$ cat config.mk
export PLATFORM = sky130hd
export DESIGN_NAME = game_status_block
export DESIGN_NICKNAME = d
export VERILOG_FILES = /design/src/rtl/pinball_pkg.sv /design/src/rtl/frame_event_latch.sv /design/src/rtl/game_status_block.sv
export SDC_FILE = /design/constraint.sdc
export NUM_CORES = 1
export LEC_CHECK = 0
export BUFFER_PORTS_ARGS = -buffer_cell sky130_fd_sc_hd__buf_2
export CORE_MARGIN = 2
export CORE_UTILIZATION = 62
export CTS_CLUSTER_SIZE = 12
export DETAILED_ROUTE_END_ITERATION = 12
export PLACE_DENSITY = 0.85
export SLEW_MARGIN = 5
export SYNTH_ARGS = -nofsm -noshare
export SYNTH_HDL_FRONTEND = slang
export SYNTH_HIERARCHICAL = 1
export SYNTH_SLANG_ARGS = --single-unit
export TNS_END_PERCENT = 1
$ cat constraint.sdc
create_clock -name clk -period 4 [get_ports clk]
set_input_delay 1.2 -clock clk [delete_from_list [all_inputs] [get_ports clk]]
set_output_delay 1.2 -clock clk [all_outputs]
set_load 0.005 [all_outputs]
$ cat src/rtl/pinball_pkg.sv
// Shared types and widths for the pinball game-state logic.
package pinball_pkg;

   localparam int LIFE_W    = 4;
   localparam int SCORE_W   = 4;
   localparam int SCORE_MAX = 15;

   typedef enum logic [2:0] {
      ST_IDLE,
      ST_PLAY,
      ST_RESPAWN,
      ST_GAME_OVER,
      ST_WIN
   } game_state_t;

   // 5-bit sum clamped to SCORE_MAX so a big target never wraps the score
   function automatic logic [SCORE_W-1:0] sat_add(input logic [SCORE_W-1:0] a,
                                                  input logic [SCORE_W-1:0] b);
      logic [SCORE_W:0] s;
      s = {1'b0, a} + {1'b0, b};
      return (s > (SCORE_W+1)'(SCORE_MAX)) ? SCORE_W'(SCORE_MAX) : s[SCORE_W-1:0];
   endfunction

endpackage

$ cat src/rtl/frame_event_latch.sv
// Per-frame event capture: first hit (with its value) and any ball loss.
// Held clear whenever enable is low, so nothing stale survives a state change.
module frame_event_latch
   import pinball_pkg::*;
(
   input  logic               clk,
   input  logic               resetN,
   input  logic               enable,
   input  logic               startOfFrame,
   input  logic               hitValid,
   input  logic [SCORE_W-1:0] hitValue,
   input  logic               ballLost,
   output logic               hitPend,
   output logic [SCORE_W-1:0] hitVal,
   output logic               lossPend
);

   // Clear on frame start, but the frame-start cycle itself belongs to the new frame
   always_ff @(posedge clk or negedge resetN) begin
      if (!resetN) begin
         hitPend  <= 1'b0;
         hitVal   <= '0;
         lossPend <= 1'b0;
      end else if (!enable) begin
         hitPend  <= 1'b0;
         hitVal   <= '0;
         lossPend <= 1'b0;
      end else if (startOfFrame) begin
         hitPend  <= hitValid;
         hitVal   <= hitValid ? hitValue : '0;
         lossPend <= ballLost;
      end else begin
         if (hitValid && !hitPend) begin
            hitPend <= 1'b1;
            hitVal  <= hitValue;
         end
         if (ballLost)
            lossPend <= 1'b1;
      end
   end

endmodule

$ cat src/rtl/game_status_block.sv
// Game lifecycle FSM: turns per-frame hit/loss events into score, lives and
// play/respawn/game-over/win state. All outputs come from registers.
module game_status_block
   import pinball_pkg::*;
#(
   parameter int INIT_LIFE      = 3,
   parameter int WIN_SCORE      = 15,
   parameter int RESPAWN_FRAMES = 60
)(
   input  logic               clk,
   input  logic               resetN,
   input  logic               startOfFrame,
   input  logic               startGame,
   input  logic               hitValid,
   input  logic [SCORE_W-1:0] hitValue,
   input  logic               ballLost,
   output logic [LIFE_W-1:0]  life,
   output logic [SCORE_W-1:0] score,
   output logic [SCORE_W-1:0] scoreNumber,
   output logic               freezeBall,
   output logic               gameOver,
   output logic               gameWon
);

   game_state_t        state, state_n;
   logic [LIFE_W-1:0]  life_n;
   logic [SCORE_W-1:0] score_n, num_n, sum;
   logic [7:0]         cnt, cnt_n;
   logic               hitPend, lossPend;
   logic [SCORE_W-1:0] hitVal;

   frame_event_latch u_latch (
      .clk          (clk),
      .resetN       (resetN),
      .enable       (state == ST_PLAY),
      .startOfFrame (startOfFrame),
      .hitValid     (hitValid),
      .hitValue     (hitValue),
      .ballLost     (ballLost),
      .hitPend      (hitPend),
      .hitVal       (hitVal),
      .lossPend     (lossPend)
   );

   assign sum = sat_add(score, hitVal);

   // Next-state and datapath updates; commits happen only on frame start
   always_comb begin
      state_n = state;
      life_n  = life;
      score_n = score;
      num_n   = scoreNumber;
      cnt_n   = cnt;
      case (state)
         ST_IDLE, ST_GAME_OVER, ST_WIN: begin
            if (startGame) begin
               state_n = ST_PLAY;
               life_n  = LIFE_W'(INIT_LIFE);
               score_n = '0;
               num_n   = '0;
               cnt_n   = '0;
            end
         end
         ST_PLAY: begin
            if (startOfFrame) begin
               if (hitPend) begin
                  score_n = sum;
                  num_n   = hitVal;
               end
               // a win in the same frame as a loss keeps the life
               if (hitPend && (sum >= SCORE_W'(WIN_SCORE))) begin
                  state_n = ST_WIN;
               end else if (lossPend) begin
                  if (life == LIFE_W'(1)) begin
                     life_n  = '0;
                     state_n = ST_GAME_OVER;
                  end else begin
                     life_n  = life - LIFE_W'(1);
                     cnt_n   = 8'(RESPAWN_FRAMES);
                     state_n = ST_RESPAWN;
                  end
               end
            end
         end
         ST_RESPAWN: begin
            if (startOfFrame) begin
               if (cnt <= 8'd1) begin
                  cnt_n   = '0;
                  state_n = ST_PLAY;
               end else begin
                  cnt_n = cnt - 8'd1;
               end
            end
         end
         default: state_n = ST_IDLE;
      endcase
   end

   // State and game registers
   always_ff @(posedge clk or negedge resetN) begin
      if (!resetN) begin
         state       <= ST_IDLE;
         life        <= LIFE_W'(INIT_LIFE);
         score       <= '0;
         scoreNumber <= '0;
         cnt         <= '0;
      end else begin
         state       <= state_n;
         life        <= life_n;
         score       <= score_n;
         scoreNumber <= num_n;
         cnt         <= cnt_n;
      end
   end

   assign freezeBall = (state != ST_PLAY);
   assign gameOver   = (state == ST_GAME_OVER);
   assign gameWon    = (state == ST_WIN);

endmodule

==> impl_metrics.py, run 1 <==
metrics = {
    "outcome": {
        "status": "finished, final reports clean",
    },
    "critical_path": {
        "max_stage_delay_ns": 0.57,
        "path_class": "reg -> out",
        "worstPathBufferInverterCount": 1,
        "cp_top_family": "flip-flops",
        "worstPathCellList": "nor2b_4, nand2b_1, buf_2",
        "critPathRequiredTime_ns": 2.80,
        "crit_path_end_kind": "primary output",
        "r2r_slack_ns": 1.32,
        "path_max_fanout": 10,
        "cpMaxStageDelayCell": "dfrtp_1",
        "cp-start-kind": "register",
        "critPathArrivalTime_ns": 1.63,
    },
    "grt": {
        "grt_pass1_wl_mm": 6.93,
        "use_met3": 0.0628,
        "grt_usage": 0.255,
        "busiest_layer": "met2",
        "grt_pass1_vias": 1486,
        "use_met1": 0.369,
        "grt_max_degree": 30,
        "grt-ovfl-total": 0,
        "grt_antenna_before_repair": 0,
        "use_met2": 0.382,
    },
    "die": {
        "row_count": 20,
        "die-area_sq_mm": 0.00362,
        "fp.dieW_microns": 60.1,
        "die_h_microns": 60.1,
        "ios": 25,
        "start_util": 0.645,
        "core_area_sq_mm": 0.00303,
    },
    "run": {
        "maxCapViolCount": 0,
    },
    "drt": {
        "final_antenna_net_count": 0,
        "vias_per_cell": 6.03,
        "drt-initial-drc-count": 114,
        "drc": 0,
        "firstDrtPassIters": 4,
        "vias": 1677,
        "wl_per_cell_microns": 14.7,
        "drt-total-wl_mm": 4.08,
    },
    "timing": {
        "skew_ns": 0.00737,
        "clock.fmax_mhz": 354,
        "slew_headroom": 0.414,
        "finalSetupViolCount": 0,
        "period_needed_ns": 2.83,
        "fin_setup_tns_ns": 0,
        "slew_viol_final": 0,
        "post-route-period-util": 0.706,
        "max_slew.worst_pin.slew_ns": 0.875,
        "holdWs_ns": 0.490,
        "rsz0062_at_grt": "no",
        "hold_viol_final": 0,
    },
    "power": {
        "p_total_uw": 1570,
        "ir_drop_mv": 0.365,
        "powerDensity_mw_per_mm2": 742,
        "p_leak_uw": 0.000989,
    },
    "placement": {
        "hpwl_mm": 2.97,
        "place_congestion": 0.885,
        "place.port_buffers": 24,
    },
    "synthesis": {
        "ys_async_sr_fraction": 1.00,
        "synth_seq_cells": 29,
        "syn_avg_cell_area_sq_um": 9.18,
        "synth-edff-count": 0,
        "postSynthCellCount": 213,
        "ys_warn_count": 6,
        "synth_fp_nets": 232,
        "synth_area_sq_mm": 0.00195,
        "synth-seq-area-share": 0.373,
        "synth_cell_types": 57,
        "synthFlopType": "dfrtp_1",
    },
    "clocking": {
        "cts_root_buffer": "clkbuf_4",
        "cts_tree": "yes",
        "postCtsHoldBufs": 0,
        "cts_buffer_depth": 2,
        "post-cts-setup-buffers": 0,
        "clkTransAtPathRegs_ns": 0.09,
        "clk_latency_ns": 0.32,
        "cts-htree-levels": 2,
        "cts-resized-gates": 0,
        "clock_sinks": 29,
        "cts_buffers": 5,
    },
    "finish": {
        "nets": 253,
        "antennaDiodeCount": 0,
        "area_growth_pct": 8.51,
        "layout-drive-gt1-share": 0.226,
    },
    "min_path": {
        "hold_path_class": "reg -> reg",
    },
}
-- logic make-up (layout without fill, tap and decap cells) --
kind of cell,count (synthesis),in the layout,synth area share
adders and majority gates,9,9,0.0615
muxes,4,4,0.0262
DFF,29,29,0.373
xor gates and xnor gates,1,1,0.00448
and+or+nand+nor,69,69,0.201
buffers and inverters,27,48,0.0653
AOI/OAI and AO/OA,74,74,0.269
-- per-layer routing --
metal / part of all wire / wire [microns] / up-vias
li1: - / - / 818
met1: 0.47 / 1930 / 815
met2: 0.48 / 1960 / 38
met3: 0.038 / 156 / 6
met4: 0.0096 / 39 / 0
met5: 0 / 0 / -
-- synthesized netlist by cell type (3+ instances only) --
library cell | count | share of area
dfrtp_1 | 27 | 0.35
nand2_1 | 23 | 0.044
o21ai_0 | 17 | 0.044
inv_1 | 15 | 0.029
nor2_1 | 13 | 0.025
a21oi_1 | 10 | 0.026
ha_1 | 8 | 0.051
o22ai_1 | 7 | 0.022
a21o_1 | 4 | 0.015
a31oi_1 | 4 | 0.013
nand3_1 | 4 | 0.010
nor3_1 | 4 | 0.010
o21a_1 | 4 | 0.015
a211oi_1 | 3 | 0.012
and2_1 | 3 | 0.0096
buf_2 | 3 | 0.0077
clkbuf_1 | 3 | 0.0058
nand2b_1 | 3 | 0.0096
nor2b_1 | 3 | 0.0096
o221ai_1 | 3 | 0.013
o31ai_1 | 3 | 0.012
-- state kept, by name, summed over array words and instances, names as in the netlist --
name              count
scoreNumber           4
u_latch/hitVal        4
score                 4
cnt                   8
u_latch/hitPend       1
life                  4
u_latch/lossPend      1
state                 3
-- worst reg2reg max path: stages (launching register included) --
cell and delay, ns:
dfrtp_1 0.42, ha_1 0.21, inv_1 0.07, fa_1 0.41
or2b_2 0.31, nand4bb_1 0.24, nand3_4 0.18, a31o_1 0.38
mux2_4 0.33
-- where the power goes --
group / internal (uW) / switching, uW
logic: 352 / 497
clock network: 82.8 / 94.5
registers: 412 / 135
total: 846 / 727
-- metrics by stage --
stage	cell area [sq um]	setup WS, ns	utilization	instances
floorplan	1950	1.47	-	213
global placement	2070	1.08	0.682	271
detailed placement	2070	1.05	0.682	271
CTS	2120	1.19	0.700	278
global route	2120	1.09	0.700	278
finish	2120	1.17	0.700	278
-- final timing paths --
path                       cells past startpoint              start        endpoint
min reg2reg                                    2     scoreNumber[3]  scoreNumber[3]
max reg2reg                                    8  u_latch/hitVal[0]          cnt[0]
min                                            2     scoreNumber[3]  scoreNumber[3]
max in group asynchronous                      1             resetN          cnt[7]
max                                            3           state[0]      freezeBall
min in group asynchronous                      1             resetN        score[0]
-- final cells by class --
cell class | instances | area (sq um)
clock buffers | 7 | 55.1
fillers | 250 | 907
inverters | 17 | 63.8
multi-input cells | 157 | 1100
flip-flops and latches | 29 | 728
well taps | 44 | 55.1
repair buffers | 24 | 120
-- layout by cell type (no fill, tap or decap), types with 4 or more instances in the layout --
cell | Yosys | layout
buf_2 | 3 | 24
nand3_1 | 4 | 4
dfrtp_1 | 27 | 27
o22ai_1 | 7 | 7
o21a_1 | 4 | 4
nor3_1 | 4 | 4
nand2_1 | 23 | 23
clkbuf_4 | 0 | 5
nor2_1 | 13 | 13
a31oi_1 | 4 | 4
a21o_1 | 4 | 4
ha_1 | 8 | 8
inv_1 | 15 | 15
a21oi_1 | 10 | 10
o21ai_0 | 17 | 17
Note: power is estimated with default switching activity, not from simulation.
==> run 2: changes to the inputs <==
--- a/config.mk
+++ b/config.mk
@@ -5,12 +5,13 @@
 export SDC_FILE = /design/constraint.sdc
 export NUM_CORES = 1
 export LEC_CHECK = 0
+export ABC_AREA = 1
 export BUFFER_PORTS_ARGS = -buffer_cell sky130_fd_sc_hd__buf_2
 export CORE_MARGIN = 2
-export CORE_UTILIZATION = 62
+export CORE_UTILIZATION = 57
 export CTS_CLUSTER_SIZE = 12
 export DETAILED_ROUTE_END_ITERATION = 12
-export PLACE_DENSITY = 0.85
+export PLACE_DENSITY = 0.79
 export SLEW_MARGIN = 5
 export SYNTH_ARGS = -nofsm -noshare
 export SYNTH_HDL_FRONTEND = slang
==> constraint.sdc (replaced) <==
create_clock -name clk -period 2.9 [get_ports clk]
set_input_delay 0.87 -clock clk [delete_from_list [all_inputs] [get_ports clk]]
set_output_delay 0.87 -clock clk [all_outputs]
set_load 0.005 [all_outputs]
==> impl_metrics.py, run 2 <==
metrics = {
    "finish": {
        "mostFrequentLayoutCell": "nand2_1",
        "nets": 290,
        "top_register": "cnt",
        "num-fill-cells": 281,
        "area_growth_pct": 11.8,
        "largest_reg_flops": 8,
        "most-common-layout-cells": "nand2_1 (71), nand3_1 (30), inv_1 (27), dfrtp_1 (27), buf_2 (24)",
        "fin_area_sq_mm": 0.00208,
        "layout-drive-gt1-share": 0.206,
        "antennaDiodeCount": 0,
    },
    "clocking": {
        "cts-htree-levels": 2,
        "post-cts-setup-buffers": 0,
        "clkTransAtPathRegs_ns": 0.10,
        "cts_buffer_depth": 2,
        "cts-resized-gates": 0,
        "clk_latency_ns": 0.32,
        "cts_root_buffer": "clkbuf_4",
        "clock_sinks": 29,
        "postCtsHoldBufs": 0,
        "cts_tree": "yes",
        "cts_buffers": 5,
    },
    "critical_path": {
        "cp-start-kind": "register",
        "path_class": "reg -> reg",
        "r2r-start": "u_latch/hitVal[0]",
        "critPathArrivalTime_ns": 2.56,
        "worstRegToRegCells": 13,
        "critPathLaunch": "u_latch/hitVal[0]",
        "rr_endpoint": "cnt[1]",
        "crit_path_end_kind": "register",
        "critPathRequiredTime_ns": 3.10,
        "path_max_fanout": 11,
        "r2r_slack_ns": 0.54,
    },
    "drt": {
        "vias": 1625,
        "drc": 0,
        "final_antenna_net_count": 0,
        "wl_per_cell_microns": 11.9,
        "vias_per_cell": 5.14,
        "drt-initial-drc-count": 117,
        "drt-total-wl_mm": 3.75,
        "firstDrtPassIters": 5,
    },
    "grt": {
        "grt_pass1_vias": 1453,
        "grt-ovfl-total": 0,
        "grt_pass1_wl_mm": 6.32,
        "grt_usage": 0.229,
        "grt_max_degree": 30,
        "grt_antenna_before_repair": 0,
    },
    "die": {
        "core_area_sq_mm": 0.00308,
        "row_count": 20,
        "start_util": 0.605,
        "ios": 25,
        "die_h_microns": 61.2,
        "die-area_sq_mm": 0.00374,
        "fp.dieW_microns": 61.2,
    },
    "placement": {
        "pre_cts_slack_ns": 0.589,
        "place_congestion": 0.918,
        "place_area_sq_mm": 0.00201,
        "hpwl_mm": 2.89,
        "place.port_buffers": 24,
    },
    "min_path": {
        "worstHoldStart": "life[1]",
        "hold_path_class": "reg -> reg",
        "holdPathEnd": "life[1]",
        "min_path_cells": 2,
    },
    "timing": {
        "rsz0062_at_grt": "no",
        "post-route-period-util": 0.812,
        "slew_headroom": 0.587,
        "fin_setup_tns_ns": 0,
        "setup_slack_ns": 0.545,
        "period_needed_ns": 2.36,
        "skew_ns": 0.0123,
        "hold_viol_final": 0,
        "clock.fmax_mhz": 425,
        "max_slew.worst_pin.slew_ns": 0.619,
        "finalSetupViolCount": 0,
        "slew_viol_final": 0,
    },
    "synthesis": {
        "synthFlopType": "dfrtp_1",
        "ys_warn_count": 6,
        "synth_top_area_cell": "dfrtp_1",
        "synth_most_common_cell": "nand2_1",
        "ys_async_sr_fraction": 1.00,
        "synth-seq-area-share": 0.391,
        "synth_fp_nets": 262,
        "synth_seq_cells": 29,
        "synth_area_sq_mm": 0.00186,
        "syn_avg_cell_area_sq_um": 7.66,
        "synth-edff-count": 0,
        "synthTopCellsByArea": "dfrtp_1 (36%), nand2_1 (14%), nand3_1 (8.1%), inv_1 (5.4%), ha_1 (5.4%)",
        "netlist.area_leader.share": 0.363,
        "synth_cell_types": 35,
        "synthTopCellsByCount": "nand2_1 (71), nand3_1 (30), dfrtp_1 (27), inv_1 (27), nor2_1 (15)",
        "postSynthCellCount": 243,
    },
    "power": {
        "ir_drop_mv": 0.618,
        "p_leak_uw": 0.00114,
        "powerDensity_mw_per_mm2": 1080,
    },
    "outcome": {
        "status": "finished, final reports clean",
    },
    "run": {
        "maxCapViolCount": 0,
    },
}
[run 2: cell count changes after synthesis, sizes merged, moves of 5 or more]
cell,previous run,this run
o22ai,7,0
nand2,23,77
a211oi,5,0
inv,17,30
nor2,13,20
nand3,5,32
buf,7,2
[run 2: critical path, cell delays in order (launching register included)]
cell and delay [ns]:
dfrtp_1 0.38, ha_1 0.19, inv_1 0.06, fa_1 0.37, inv_1 0.09, nand3_1 0.13, nand3_1 0.14, nand2_1 0.06
nor2_1 0.15, nand3_1 0.15, nand3_4 0.17, clkinv_1 0.19, nand2_1 0.10, nand2_1 0.06
[run 2: cells by family after synthesis]
logic type / Yosys count / synth area share
AND/OR/NAND/NOR: 138 / 0.349
AO/OA/AOI/OAI: 29 / 0.0988
XOR/XNOR: 4 / 0.0188
adder cells (fa/ha/maj): 9 / 0.0645
buffers and inverters: 34 / 0.0780
flip-flops: 29 / 0.391
[run 2: layer usage]
metal  part of all wire  vias to the layer above  GRT usage
met3              0.059                        4     0.0567
met4              0.010                        0     0.0839
li1                   -                      850          -
met5                  0                        -          0
met1               0.48                      726      0.322
met2               0.45                       45      0.345
[run 2: final cells by class]
cell class	count	area [sq um]	area share
Timing Repair Buffer	24	120	0.0577
Multi-Input combinational cell	180	988	0.475
Sequential cell	29	728	0.350
Inverter	31	119	0.0571
Tap cell	44	55.1	0.0265
Clock inverter	1	5.00	0.00241
Clock buffer	7	65.1	0.0313
[run 2: how the worst max path moves through the flow]
stage	endpoint	slack, ns
CTS	cnt[1]	0.54
global route	cnt[1]	0.30
global placement	cnt[1]	0.72
finish	cnt[1]	0.54
floorplan	cnt[1]	0.94
detailed placement	cnt[1]	0.59
[run 2: metrics by stage]
stage	hold slack, ns	total power, uW	util	cells
after floorplan	0.449	1700	-	243
after global placement	0.469	1940	0.653	308
after detailed placement	0.471	1970	0.653	308
after CTS	0.491	2250	0.676	316
after global routing	0.512	2470	0.676	316
final	0.487	2240	0.676	316
[run 2: report_power, final]
| part | internal, uW | switching [uW] | leakage (uW) |
|---|---|---|---|
| registers | 554 | 133 | 0.000383 |
| clock network | 140 | 135 | 0.0000413 |
| logic | 445 | 835 | 0.000718 |
